File: config.mk
export PLATFORM = sky130hd
export DESIGN_NAME = config_desc_fifo
export DESIGN_NICKNAME = d
export VERILOG_FILES = /design/src/rtl/arbiter_pkg.sv /design/src/rtl/config_desc_fifo.sv
export SDC_FILE = /design/constraint.sdc
export NUM_CORES = 1
export LEC_CHECK = 0
export BUFFER_PORTS_ARGS = -buffer_cell sky130_fd_sc_hd__buf_2
export CAP_MARGIN = 20
export CORE_MARGIN = 2
export CORE_UTILIZATION = 35
export DETAILED_ROUTE_END_ITERATION = 6
export SETUP_SLACK_MARGIN = 0.02
export SYNTH_ARGS = -nofsm -noshare
export SYNTH_HDL_FRONTEND = slang
export SYNTH_SLANG_ARGS = --single-unit
File: constraint.sdc
create_clock -name w_clock -period 3.35 [get_ports w_clock]
set_clock_uncertainty 0.05 [all_clocks]
set_input_delay 0.1675 -clock w_clock [delete_from_list [all_inputs] [get_ports w_clock]]
set_output_delay 0.1675 -clock w_clock [all_outputs]
set_load 0.005 [all_outputs]
File: src/rtl/arbiter_pkg.sv
// Constants shared by the descriptor FIFO and the arbiter that consumes it:
// the per-job field layout and the default widths.
package arbiter_pkg;

  localparam int DEF_CONFIG_WIDTH = 16;
  localparam int DEF_DEPTH        = 4;
  localparam int FIELDS_PER_JOB   = 8;

  localparam int FLD_PSUM_BURST    = 0;
  localparam int FLD_PSUM_ADDR     = 1;
  localparam int FLD_CONFIG_BURST  = 2;
  localparam int FLD_CONFIG_ADDR   = 3;
  localparam int FLD_WEIGHTS_BURST = 4;
  localparam int FLD_WEIGHTS_ADDR  = 5;
  localparam int FLD_ACT_BURST     = 6;
  localparam int FLD_ACT_ADDR      = 7;

  typedef logic [2:0] fld_idx_t;

  // Even field indices carry burst lengths; odd ones carry addresses.
  function automatic logic is_burst_fld(input fld_idx_t idx);
    return ~idx[0];
  endfunction

endpackage

File: src/rtl/config_desc_fifo.sv
// Job FIFO for DMA descriptors: eight host words assemble one job in the tail
// slot, and only complete jobs become visible at the head.
module config_desc_fifo
  import arbiter_pkg::*;
#(
  parameter int CONFIG_WIDTH = DEF_CONFIG_WIDTH,
  parameter int DEPTH        = DEF_DEPTH
) (
  input  logic                        w_clock,
  input  logic                        w_reset_n,
  input  logic                        w_wr_valid,
  input  logic [CONFIG_WIDTH-1:0]     w_wr_data,
  output logic                        w_wr_ready,
  input  logic                        w_rd_en,
  output logic                        w_rd_valid,
  output logic [CONFIG_WIDTH-1:0]     w_burst_psum,
  output logic [CONFIG_WIDTH-1:0]     w_addr_psum,
  output logic [CONFIG_WIDTH-1:0]     w_burst_config,
  output logic [CONFIG_WIDTH-1:0]     w_addr_config,
  output logic [CONFIG_WIDTH-1:0]     w_burst_weights,
  output logic [CONFIG_WIDTH-1:0]     w_addr_weights,
  output logic [CONFIG_WIDTH-1:0]     w_burst_act,
  output logic [CONFIG_WIDTH-1:0]     w_addr_act,
  output logic [$clog2(DEPTH):0]      w_count,
  output logic                        w_err_zero_burst
);

  localparam int PW = $clog2(DEPTH);
  localparam int CW = PW + 1;

  if (DEPTH < 2 || (DEPTH & (DEPTH - 1)) != 0) begin : g_depth_chk
    $error("config_desc_fifo: DEPTH must be a power of 2 and at least 2");
  end

  logic [CONFIG_WIDTH-1:0] mem_q [DEPTH][FIELDS_PER_JOB];
  logic [PW-1:0]           head_q, head_d;
  logic [PW-1:0]           tail_q, tail_d;
  fld_idx_t                fld_q, fld_d;
  logic [CW-1:0]           count_q, count_d;
  logic                    err_q, err_d;

  logic wr_acc, commit, pop;

  assign w_wr_ready = w_reset_n && (count_q < CW'(DEPTH));
  assign w_rd_valid = w_reset_n && (count_q != '0);
  assign w_count    = count_q;
  assign w_err_zero_burst = err_q;

  assign wr_acc = w_wr_valid && w_wr_ready;
  assign commit = wr_acc && (fld_q == fld_idx_t'(FLD_ACT_ADDR));
  assign pop    = w_rd_en && w_rd_valid;

  always_comb begin
    head_d  = head_q;
    tail_d  = tail_q;
    fld_d   = fld_q;
    count_d = count_q;
    err_d   = err_q;
    if (wr_acc) begin
      fld_d = fld_q + fld_idx_t'(1);
      if (is_burst_fld(fld_q) && w_wr_data == '0) err_d = 1'b1;
    end
    if (commit) tail_d = tail_q + PW'(1);
    if (pop)    head_d = head_q + PW'(1);
    unique case ({commit, pop})
      2'b10:   count_d = count_q + CW'(1);
      2'b01:   count_d = count_q - CW'(1);
      default: count_d = count_q;
    endcase
  end

  always_ff @(posedge w_clock) begin
    if (!w_reset_n) begin
      head_q  <= '0;
      tail_q  <= '0;
      fld_q   <= '0;
      count_q <= '0;
      err_q   <= 1'b0;
    end else begin
      head_q  <= head_d;
      tail_q  <= tail_d;
      fld_q   <= fld_d;
      count_q <= count_d;
      err_q   <= err_d;
    end
  end

  // Slot storage carries no reset; validity is tracked by count_q alone.
  always_ff @(posedge w_clock) begin
    if (wr_acc) mem_q[tail_q][fld_q] <= w_wr_data;
  end

  // An empty FIFO has head == tail, so gating on rd_valid also hides a partial job.
  assign w_burst_psum    = w_rd_valid ? mem_q[head_q][FLD_PSUM_BURST]    : '0;
  assign w_addr_psum     = w_rd_valid ? mem_q[head_q][FLD_PSUM_ADDR]     : '0;
  assign w_burst_config  = w_rd_valid ? mem_q[head_q][FLD_CONFIG_BURST]  : '0;
  assign w_addr_config   = w_rd_valid ? mem_q[head_q][FLD_CONFIG_ADDR]   : '0;
  assign w_burst_weights = w_rd_valid ? mem_q[head_q][FLD_WEIGHTS_BURST] : '0;
  assign w_addr_weights  = w_rd_valid ? mem_q[head_q][FLD_WEIGHTS_ADDR]  : '0;
  assign w_burst_act     = w_rd_valid ? mem_q[head_q][FLD_ACT_BURST]     : '0;
  assign w_addr_act      = w_rd_valid ? mem_q[head_q][FLD_ACT_ADDR]      : '0;

endmodule

==> flow_summary.yaml <==
global_route:
  grt_pass1_wl_mm: 65.6
  grt_pass1_vias: 9799
  track_usage_pct: 14.9
  antenna_found_initial: 1
  overflow: 0
  grt_max_degree: 130
setup_path:
  worstPathMaxFanout: 47
  path_cells: "buf_12 > mux4_2 > and2_1 > buf_2"
  rr_endpoint: "mem_q[1][54]"
  ff2ff_path_depth: 3
  end_kind: "primary output"
  cp-start-kind: "flop"
  path_buf_inv: 2
  cp_slowest_stage_delay_ns: 0.58
  crit_required_ns: 3.13
  cp_top_family: "flip-flops"
  cpMaxStageDelayCell: "dfxtp_4"
  crit_arrival_ns: 2.56
  rr_startpoint: "w_count[2]"
  rrSetupSlack_ns: 0.93
  critical_path_class: "reg -> out"
detailed_routing:
  dr_total_vias: 9354
  drt-wirelength-per-cell_um: 23.5
  drtIter0Drc: 732
  drc: 0
  ant_nets: 0
  viasPerCell: 4.88
  firstDrtPassIters: 4
  wirelength_mm: 45.0
synthesis:
  syn_nets: 953
  synth_area_per_cell_sq_um: 22.0
  synth_seq_area_share_pct: 76.7
  netlist_area_sq_um: 20400
  postSynthRegisterBits: 525
  synthCells: 925
  synth_warnings: 0
  post_synth_num_cell_types: 30
timing:
  setup_viol_count_final: 0
  maxSlewViolCount: 0
  rsz0062_at_grt: "no"
  tightest_slew_ns: 0.931
  max_slew_margin_pct: 37.9
  min_period_ns: 2.77
  fin_tns_setup_ns: 0
  max_freq_mhz: 361
  hold_viol: 0
  fin_crit_sh_pct: 82.8
power_and_ir_drop:
  peakVddDrop_mv: 0.423
  leakagePower_nw: 7.75
  powerDensity_nw_per_um2: 550
cells_and_area:
  final_layout_size_suffix_gt1_share_pct: 32.9
  final_common_cell: "edfxtp_1"
  instances_no_fill: 1917
  final_cell_mix: "512 x edfxtp_1, 168 x and2_1, 153 x buf_2, 128 x mux4_2, 53 x clkbuf_16"
  final_nets: 1137
  nFillCells: 5085
  area_growth_pct: 15.7
cts:
  htreeDepth: 2
  clk_pin_slew_ns: 0.07
  numCtsBuffers: 52
  clkSinkCount: 525
  ctsHoldBuffers: 4
  tritoncts: "built"
  post_cts_buffers: 0
  insertion_delay_ns: 0.57
  clockRootBuffer: "clkbuf_16"
  clock_path_buffers: 3
  postCtsResizedCells: 0
run_status:
  outcome: "completed"
place:
  placedCellCount: 1816
  io_buffers: 153
  gp_congestion: 0.709
  hpwl_mm: 25.0
die:
  dieArea_sq_um: 60200
  core_sq_um: 57600
  start_util_pct: 35.4
  num_io_pins: 154
  die_w_um: 245
  rows: 88
  dieHeight_um: 245
min_path:
  holdPathStages: 1
  min_path_type: "in -> reg"
  min_to: "mem_q[3][127]"
  worstHoldStart: "w_wr_data[15]"
run:
  maxCapViolCount: 0
flip-flops by register name (all words and copies together) (netlist names), named ones only:
register	count
head_q	2
w_err_zero_burst	1
tail_q	2
w_count	3
fld_q	3
mem_q	512
cell type report:
cell class / count / area (sq um) / area share [%]
repair buffers: 176 / 998 / 4.23
well taps: 765 / 957 / 4.06
clock inverters: 29 / 199 / 0.843
multi-input cells: 349 / 4340 / 18.4
inverters: 5 / 18.8 / 0.0796
diodes: 1 / 2.50 / 0.0106
flip-flops and latches: 525 / 15600 / 66.3
clock buffers: 67 / 1430 / 6.06
cells in the mapped netlist:
| cell type | n | area, sq um |
|---|---|---|
| a21boi_0 | 1 | 7.51 |
| and2_1 | 168 | 1050 |
| buf_12 | 10 | 200 |
| buf_2 | 16 | 80.1 |
| buf_6 | 4 | 45.0 |
| clkbuf_1 | 16 | 60.1 |
| dfxtp_1 | 13 | 260 |
| edfxtp_1 | 512 | 15400 |
| fa_1 | 1 | 20.0 |
| ha_1 | 7 | 87.6 |
| inv_1 | 5 | 18.8 |
| mux2i_1 | 3 | 30.0 |
| mux4_2 | 128 | 2880 |
| nand2_1 | 3 | 11.3 |
| nand2b_1 | 2 | 12.5 |
| nand3_1 | 2 | 10.0 |
| nand4_1 | 1 | 6.26 |
| nand4b_1 | 3 | 26.3 |
| nor2_1 | 3 | 11.3 |
| nor2b_1 | 4 | 25.0 |
| nor3_1 | 3 | 15.0 |
| nor4_1 | 6 | 37.5 |
| nor4b_1 | 1 | 8.76 |
| o21ai_0 | 3 | 15.0 |
| o311ai_0 | 1 | 8.76 |
| o31a_1 | 1 | 8.76 |
| o31ai_1 | 1 | 7.51 |
| or3_1 | 1 | 6.26 |
| xnor2_1 | 5 | 43.8 |
| xor2_1 | 1 | 8.76 |
per-stage QoR:
step | instance area, sq um | power (mW) | worst slack [ns] | utilization (%) | hold WS, ns
6_report | 23600 | 13.0 | 0.576 | 41.0 | 0.105
5_1_grt | 23600 | 13.4 | 0.419 | 41.0 | 0.101
4_1_cts | 23600 | 13.1 | 0.499 | 41.0 | 0.0909
3_5_place_dp | 21900 | 7.58 | 0.890 | 38.1 | 0.502
3_3_place_gp | 21900 | 7.57 | 0.995 | 38.1 | 0.495
2_1_floorplan | 20400 | 7.42 | 1.14 | - | 0.216
how the worst max path moves through the flow:
stage / endpoint / from / slack [ns] / depth (start not counted)
3_5_place_dp: mem_q[1][56] / w_count[2] / 0.89 / 3
5_1_grt: w_burst_act[0] / flop / 0.42 / 4
3_3_place_gp: mem_q[1][62] / w_count[2] / 0.99 / 3
4_1_cts: w_burst_weights[0] / flop / 0.50 / 4
2_1_floorplan: w_count[2] / w_count[0] / 1.14 / 9
6_report: w_burst_act[0] / flop / 0.58 / 4
cell families (layout without fill, tap and decap cells):
family	count (synthesis)	count (layout)	share of synthesized area, %
buffers and inverters	51	277	1.98
AO/OA/AOI/OAI	7	7	0.233
other	0	1	0
adder cells (fa/ha/maj)	8	8	0.528
AND/OR/NAND/NOR	197	197	5.99
XOR/XNOR	6	6	0.258
multiplexers	131	131	14.3
flip-flops	525	525	76.7
per-layer routing:
metal | track usage [%] | part of all wire (%) | vias up | wire, um
li1 | - | - | 4117 | -
met4 | 3.62 | 1.9 | 0 | 855
met1 | 20.7 | 44 | 4925 | 19900
met5 | 0 | 0 | - | 0
met3 | 2.75 | 5.3 | 66 | 2370
met2 | 24.4 | 49 | 246 | 21900
where the power goes:
| part | internal [mW] | switching [mW] | total [mW] |
|---|---|---|---|
| Combinational | 0.0382 | 0.162 | 0.200 |
| Sequential | 7.23 | 0.00988 | 7.24 |
| Clock | 3.16 | 2.38 | 5.54 |
| Total | 10.4 | 2.55 | 13.0 |
(Power assumes the default switching activity.)
